--- config.mk ---
export PLATFORM = sky130hd
export DESIGN_NAME = inj_port_arbiter
export DESIGN_NICKNAME = d
export VERILOG_FILES = /design/src/rtl/inj_arb_pkg.sv /design/src/rtl/inj_rr_picker.sv /design/src/rtl/inj_port_arbiter.sv
export SDC_FILE = /design/constraint.sdc
export NUM_CORES = 1
export LEC_CHECK = 0
export ABC_AREA = 1
export BUFFER_PORTS_ARGS = -buffer_cell sky130_fd_sc_hd__clkbuf_2
export CORE_ASPECT_RATIO = 1.4
export CORE_MARGIN = 4
export CORE_UTILIZATION = 48
export DETAILED_ROUTE_END_ITERATION = 6
export GPL_ROUTABILITY_DRIVEN = 0
export HOLD_SLACK_MARGIN = 0.15
export PLACE_DENSITY_LB_ADDON = 0.25
export SLEW_MARGIN = 10
export SYNTH_ARGS = -nofsm -noshare
export SYNTH_HDL_FRONTEND = slang
export SYNTH_SLANG_ARGS = --single-unit
--- constraint.sdc ---
create_clock -name clk_i -period 2.1 [get_ports clk_i]
set_clock_uncertainty 0.2 [all_clocks]
set_input_delay 0.105 -clock clk_i [delete_from_list [all_inputs] [get_ports clk_i]]
set_output_delay 0.105 -clock clk_i [all_outputs]
set_load 0.05 [all_outputs]
--- src/rtl/inj_arb_pkg.sv ---
// Shared types and helpers for the NoC injection-port arbiter.
// Optional stall watchdog is enabled by the INJ_ARB_TIMEOUT_EN macro in inj_port_arbiter.
package inj_arb_pkg;

  typedef enum logic {IDLE, GRANT} inj_arb_state_t;

  localparam int FLIT_CNT_W = 32;

  // Saturating increment so a very long stream never wraps the flit counter.
  function automatic logic [FLIT_CNT_W-1:0] sat_inc(input logic [FLIT_CNT_W-1:0] v);
    return (&v) ? v : v + 1'b1;
  endfunction

endpackage

--- src/rtl/inj_rr_picker.sv ---
// Combinational round-robin picker: first asserted request at or after ptr,
// wrapping from N_REQ-1 back to 0.
module inj_rr_picker #(
  parameter int N_REQ = 2,
  localparam int IDX_W = (N_REQ > 1) ? $clog2(N_REQ) : 1
) (
  input  logic [N_REQ-1:0] req,
  input  logic [IDX_W-1:0] ptr,
  output logic             valid,
  output logic [N_REQ-1:0] gnt,
  output logic [IDX_W-1:0] idx
);

  logic [IDX_W-1:0] cand_idx [N_REQ];
  logic [N_REQ-1:0] cand_req;

  // Candidate at offset gi from the pointer, i.e. the rotated request vector.
  for (genvar gi = 0; gi < N_REQ; gi++) begin : g_cand
    assign cand_idx[gi] = IDX_W'((int'(ptr) + gi) % N_REQ);
    assign cand_req[gi] = req[cand_idx[gi]];
  end

  // Scan from the farthest offset down so the nearest requester overrides.
  always_comb begin
    idx = '0;
    for (int k = N_REQ - 1; k >= 0; k--) begin
      if (cand_req[k]) begin
        idx = cand_idx[k];
      end
    end
  end

  assign valid = |req;

  for (genvar gi = 0; gi < N_REQ; gi++) begin : g_gnt
    assign gnt[gi] = valid && (idx == IDX_W'(gi));
  end

endmodule

--- src/rtl/inj_port_arbiter.sv ---
// Lock-based arbiter sharing one NoC injection port between N_REQ injectors.
// Define INJ_ARB_TIMEOUT_EN to add a sticky stall watchdog on timeout_o.
module inj_port_arbiter
  import inj_arb_pkg::*;
#(
  parameter int N_REQ          = 2,
  parameter int FLIT_SIZE      = 32,
  parameter int TIMEOUT_CYCLES = 256
) (
  input  logic                              clk_i,
  input  logic                              rst_i,
  input  logic [N_REQ-1:0]                  tx_i,
  input  logic [N_REQ-1:0][FLIT_SIZE-1:0]   data_i,
  output logic [N_REQ-1:0]                  credit_o,
  output logic                              tx_o,
  output logic [FLIT_SIZE-1:0]              data_o,
  input  logic                              credit_i,
  output logic [N_REQ-1:0]                  grant_o,
  output logic                              busy_o,
  output logic [FLIT_CNT_W-1:0]             flit_cnt_o,
  output logic                              timeout_o
);

  localparam int IDX_W = (N_REQ > 1) ? $clog2(N_REQ) : 1;

  inj_arb_state_t          state_reg, state_next;
  logic [N_REQ-1:0]        grant_reg, grant_next;
  logic [IDX_W-1:0]        grant_idx_reg, grant_idx_next;
  logic [IDX_W-1:0]        rr_ptr_reg, rr_ptr_next;
  logic [FLIT_CNT_W-1:0]   flit_cnt_reg, flit_cnt_next;

  logic                    pick_valid;
  logic [N_REQ-1:0]        pick_gnt;
  logic [IDX_W-1:0]        pick_idx;
  logic                    busy;

  inj_rr_picker #(
    .N_REQ (N_REQ)
  ) u_picker (
    .req   (tx_i),
    .ptr   (rr_ptr_reg),
    .valid (pick_valid),
    .gnt   (pick_gnt),
    .idx   (pick_idx)
  );

  assign busy = (state_reg == GRANT);

  always_ff @(posedge clk_i) begin
    if (rst_i) begin
      state_reg     <= IDLE;
      grant_reg     <= '0;
      grant_idx_reg <= '0;
      rr_ptr_reg    <= '0;
      flit_cnt_reg  <= '0;
    end else begin
      state_reg     <= state_next;
      grant_reg     <= grant_next;
      grant_idx_reg <= grant_idx_next;
      rr_ptr_reg    <= rr_ptr_next;
      flit_cnt_reg  <= flit_cnt_next;
    end
  end

  // A release always passes through IDLE, so a waiting requester sees one bubble.
  always_comb begin
    state_next     = state_reg;
    grant_next     = grant_reg;
    grant_idx_next = grant_idx_reg;
    rr_ptr_next    = rr_ptr_reg;
    flit_cnt_next  = flit_cnt_reg;
    case (state_reg)
      IDLE: begin
        if (pick_valid) begin
          state_next     = GRANT;
          grant_next     = pick_gnt;
          grant_idx_next = pick_idx;
          flit_cnt_next  = '0;
        end
      end
      GRANT: begin
        if (!tx_i[grant_idx_reg]) begin
          state_next  = IDLE;
          grant_next  = '0;
          rr_ptr_next = (grant_idx_reg == IDX_W'(N_REQ - 1)) ? '0 : grant_idx_reg + 1'b1;
        end else if (credit_i) begin
          flit_cnt_next = sat_inc(flit_cnt_reg);
        end
      end
      default: begin
        state_next = IDLE;
        grant_next = '0;
      end
    endcase
  end

  // Port mux is combinational from the grant register: zero added latency.
  assign tx_o       = busy && tx_i[grant_idx_reg];
  assign data_o     = busy ? data_i[grant_idx_reg] : '0;
  assign grant_o    = grant_reg;
  assign busy_o     = busy;
  assign flit_cnt_o = flit_cnt_reg;

  for (genvar gi = 0; gi < N_REQ; gi++) begin : g_credit
    assign credit_o[gi] = grant_reg[gi] && credit_i;
  end

`ifdef INJ_ARB_TIMEOUT_EN
  localparam int STALL_W = $clog2(TIMEOUT_CYCLES + 1);

  logic [STALL_W-1:0] stall_cnt_reg, stall_cnt_next;
  logic               timeout_reg, timeout_next;

  always_comb begin
    stall_cnt_next = '0;
    if (tx_o && !credit_i) begin
      stall_cnt_next = (stall_cnt_reg == STALL_W'(TIMEOUT_CYCLES)) ?
                       stall_cnt_reg : stall_cnt_reg + 1'b1;
    end
    timeout_next = timeout_reg || (stall_cnt_next == STALL_W'(TIMEOUT_CYCLES));
  end

  always_ff @(posedge clk_i) begin
    if (rst_i) begin
      stall_cnt_reg <= '0;
      timeout_reg   <= 1'b0;
    end else begin
      stall_cnt_reg <= stall_cnt_next;
      timeout_reg   <= timeout_next;
    end
  end

  assign timeout_o = timeout_reg;
`else
  assign timeout_o = 1'b0;
`endif

endmodule

# After elaboration in Yosys (flattened, before gate mapping)
# Index checks and enable logic that the tools add are counted.
# totals
regBits	37
input_bits	69
output_inout_bits	71
# op_classes
addsub	3
n_lt_le_gt_ge	3
eq_ne	5
muxes	23
bitwise	3
reduce_logical	11
# ops
op	count
32-bit 2-to-1 mux	7
32-bit one-hot mux with 2 select lines	1
32-bit by 1-bit adder with 32-bit output, second input constant	1
32-bit AND reduction	1
1-bit 2-to-1 mux	11
1-bit by 2-bit < comparator with 1-bit output, second input constant	3
2-bit inequality test, second input constant	3
2-bit AND reduction	3
1-bit logical AND	5
2-bit 2-to-1 mux	2
2-bit by 1-bit inequality test with 1-bit output, second input constant	2
2-bit one-hot mux with 2 select lines	1
4-bit AND reduction	1
1-bit inverter	3
1-bit adder, second input constant	2
1-bit one-hot mux with 2 select lines	1
2-bit OR reduction	1

# Longest topological paths before layout
# logic_depth
ltp_word	9
mapped_depth	12
mapped_depth_nobuf	11

# Cells and area by module
# A second synthesis with hierarchy kept.
# hier_totals
hier_cells	508
area_unflattened_um2	2825.2
# modules_own_cells
mod	instances	cells_each	area_per_inst_um2	seq_area_each_um2
inj_port_arbiter	1	501	2795.2	740.7
inj_rr_picker	1	7	30.0	0.0

# Least setup slack after synthesis
# Ideal clock, no wire load.
# synth_timing
kind	register to register
start	register state_reg (netlist: busy_o)
end	register flit_cnt_reg[0] (netlist: flit_cnt_o[0])
setup_ns	0.064
arrival_ns	2.040
required_time_ns	1.836
slack_ns	-0.204
path_stages_with_launch	7
synth_period_minus_slack_ns	2.304
cell_sequence	dfxtp_1 inv_2 nor2_1 inv_1 o21ai_0 nand2_1 nor2_1
# synth_via
elab_chain_len	3
# synth_rtl
item	line	text
start, declared	inj_port_arbiter.sv:26	inj_arb_state_t state_reg, state_next;
start signal, assigned	inj_port_arbiter.sv:57	state_reg <= state_next;
1-bit inverter	-	
2-bit by 1-bit inequality test with 1-bit output (no line)	-	
4-bit AND reduction (no line)	-	
end signal, assigned	inj_port_arbiter.sv:61	flit_cnt_reg <= flit_cnt_next;
end, declared	inj_port_arbiter.sv:30	logic [FLIT_CNT_W-1:0] flit_cnt_reg, flit_cnt_next;
# Parallel ways exist; a longest one is shown, timed or not.
# A chain may end at the register's enable or synchronous reset.

# Worst setup path after layout
# layout_timing
start	register flit_cnt_reg[14] (netlist: flit_cnt_o[14])
end	register flit_cnt_reg[28] (netlist: flit_cnt_o[28])
# layout_via
elab_chain_len	5
# layout_rtl
item	line	text
32-bit by 1-bit adder with 32-bit output	inj_arb_pkg.sv:11	return (&v) ? v : v + 1'b1;
32-bit 2-to-1 mux	inj_arb_pkg.sv:11	
32-bit 2-to-1 mux	inj_port_arbiter.sv:86	end else if (credit_i) begin
32-bit 2-to-1 mux	inj_port_arbiter.sv:82	if (!tx_i[grant_idx_reg]) begin
32-bit one-hot mux with 2 select lines	inj_port_arbiter.sv:72	case (state_reg)
# Parallel ways exist; a longest one is shown, timed or not. The select of a mux whose other input is x is not followed.

==> summary.txt <==
CTS
  • Clock sink count: 37
  • Clk root buf: clkbuf_8
  • CTS tree: done
  • Clk slew on worst S/H paths: 80 ps
  • TritonCTS buffer count: 5
  • # H-tree levels: 2
  • Clk_lat worst skew: roughly 290 ps
  • Maximum clock insertion buffer count: 2

STA
  • Fin crit share: between 90% and 100%
  • Final setup vio count: 0
  • WHS: 287 ps
  • Setup TNS: 0 ps
  • Final hold viol count: 0
  • F_max: 502 MHz
  • Final min period: 1990 ps
  • Fin. max-slew vios: 0

Synth
  • Cell Area, Synth: about 0.0031 mm^2
  • Cell variety after synth: 30
  • Share of the synthesized area in the top cell type: between 20 and 25%
  • Post-Syn Nets: 638
  • Leading area contributor after synthesis: dfxtp_1
  • Top post-synthesis cells by count: 159 x nand2_1, 132 x nor2_1, 65 x inv_1, 37 x dfxtp_1, 37 x o21ai_0
  • Syn_area_per_cell: roughly 5.4 um^2
  • Top post-synthesis cells by area: dfxtp_1 24%, nand2_1 19%, nor2_1 16%
  • Primary FF master, synth: dfxtp_1
  • Asr flop ratio synth: 0%
  • #FFs+latches synth: 37
  • Syn. warnings: 0
  • Gate Count Post-Synth: between 500 and 600
  • Post-synth EDFFs: 0
  • Sequential fraction of the synthesis area: 24.1%
  • Top-count cell post-synth: nand2_1

Floorplanning
  • Die Ht: 103 um
  • I/O Pins: 140
  • Die Wd: 75.7 um
  • Row count: 34
  • Core Area: 0.00621 mm^2
  • Starting density of the core: 49.5%
  • Full die area: 0.00777 mm^2

Setup path
  • CP required: 2140 ps
  • Crit path capture type: flip-flop
  • Critical Path AT: 2030 ps
  • CP Class: reg -> reg
  • CP max stage cell: dfxtp_1
  • CP most frequent cell: nand2_1
  • Worst path max stage delay: 440 ps
  • Cell Chain, Critical Path: nand2_1 > nor2_1 > nand2_2 > nor2_8 > nand3_4 > nand2_4 > nor2_4 > buf_4 > nand2_1 > nand2_1 > nor2_2
  • Worst-path fanout max: 6
  • CP Launch Type: flip-flop

Cells and area
  • Storage cell area: 747 um^2
  • ANT cells: 0
  • Footprint of the multi-input gates: 0.00208 mm^2
  • Final net count: roughly 790
  • Filler Cell Count: roughly 560
  • Area Growth Syn to Fin: 38.1%
  • Final Non-Filler Cells: 796
  • Share of cells above drive strength 1: 34.0%
  • Final instance area: 0.00425 mm^2
  • Max reg flops: 32

Route
  • Vias per inst: 5.27
  • DR WL met2: 5.67 mm
  • Wire length on met3: 798 um
  • Routed Antenna Nets: 0
  • Detail-routed net length per standard cell: 14.1 um
  • DR top layer: met4
  • Met1 WL: 4.37 mm
  • Drt total wl: 11.2 mm
  • DR vias: ~4200
  • DRC viols: 0
  • First-pass iteration count of the detailed router: 7
  • Drt first-iter violations: 418

Job
  • Max cap viols: 0

GRT
  • First-pass GRT wire length: 17.0 mm
  • Antenna violations before repair: 0
  • Gr usage total: 27.1%
  • Largest net degree at the start of global routing: 35
  • Vias in the first global route: 3822
  • Total gr overflow: 0

Pwr
  • Int Pwr: 0.00129 W
  • Pleak: 2.16 nW
  • Clk pwr share: 25.3%
  • VDD IR max: between 0.0003 and 0.0004 V
  • P per Cell Area: roughly 530 mW/mm^2
  • Sw frac: 42.6%
  • Combinational Power Share: between 30% and 40%
  • Flop pwr share: between 30% and 40%
  • Sw Pwr: between 0.0009 and 0.001 W

Placement
  • PortBufs: 138
  • DP Area: 0.00396 mm^2
  • Placed Instances: ~770
  • Detail Placement HPWL: about 8.1 mm

Outcome
  • Status: complete, no violations

Worst hold path
  • HP Class: reg -> reg
## layout make-up
| cell class | instances | share of cell area, % |
|---|---|---|
| multi-input combinational | 435 | 49.0 |
| inverter | 75 | 6.63 |
| sequential | 37 | 17.6 |
| clock buffer | 7 | 2.27 |
| timing repair buffer | 169 | 22.3 |
| tap | 72 | 2.12 |
| clock inverter | 1 | 0.118 |
## power groups by stage
stage / Clock [W] / Combinational, W / Sequential (W)
after CTS: 0.000579 / 0.000853 / 0.000782
final: 0.000569 / 0.000896 / 0.000784
after detailed placement: 0 / 0.000842 / 0.000799
after global routing: 0.000606 / 0.000960 / 0.000790
after floorplan: 0 / 0.000497 / 0.000918
after global placement: 0 / 0.000829 / 0.000797
## critical path: cells and delay by family (launching register included)
| kind | cells | cell delay (ps) |
|---|---|---|
| and+or+nand+nor | 10 | 1160 |
| DFF | 1 | 440 |
| buffers and inverters | 1 | 150 |
## metal layers
metal  global-route usage (%)  vias up
met5                        0        -
met4                     8.34        0
met3                     5.66       52
met2                     47.2      203
met1                     32.8     1864
li1                         -     2073
## final timing paths
check,from,endpoint,slack (ps),cells after the start
worst max-delay path,flit_cnt_o[14],flit_cnt_o[28],110,11
worst min-delay path,rr_ptr_reg,rr_ptr_reg,290,2
worst max register to register,flit_cnt_o[14],flit_cnt_o[28],110,11
worst min register to register,rr_ptr_reg,rr_ptr_reg,290,2
## repair_timing
item / CTS / global route
setup buffers: 0 / 9
hold buffers: 4 / 0
cloned: 0 / 2
endpoints found under the hold margin: 20 / 0
pin swaps: 0 / 4
setup endpoints to repair: 15 / 29
gates resized for setup: 1 / 11
## layout by cell type, fill, tap and decap left out, drive strengths merged
| cell | instances |
|---|---|
| dlygate4sd3 | 4 |
| conb | 1 |
| nand3b | 1 |
| o21bai | 1 |
| a31oi | 1 |
| nand3 | 35 |
| or2 | 1 |
| nor3b | 2 |
| clkinv | 6 |
| inv | 70 |
| xor2 | 2 |
| a21oi | 24 |
| ha | 1 |
| clkbuf | 145 |
| nand4 | 13 |
| o21ai | 44 |
| nor2 | 145 |
| nand2 | 164 |
| buf | 27 |
| dfxtp | 37 |
## metrics by stage
step           util (%)  worst slack (ps)  power (W)
6_report           68.4               107    0.00225
3_3_place_gp       63.7              29.4    0.00163
4_1_cts            66.1              47.4    0.00221
5_1_grt            68.4             -32.6    0.00236
3_5_place_dp       63.7             -67.0    0.00164
2_1_floorplan         -              6.33    0.00141
## logic make-up (layout without fill, tap and decap cells)
kind of cell             count (synthesis)  after routing  synth area share, %
AND/OR/NAND/NOR                        359            361                 49.9
adder cells (fa/ha/maj)                  1              1                0.407
AO/OA/AOI/OAI                           70             70                 11.9
XOR/XNOR                                 2              2                0.569
other                                    1              1                0.122
flip-flops                              37             37                 24.1
buffers and inverters                   98            252                 13.1
Note: power is estimated with default switching activity, not from simulation.
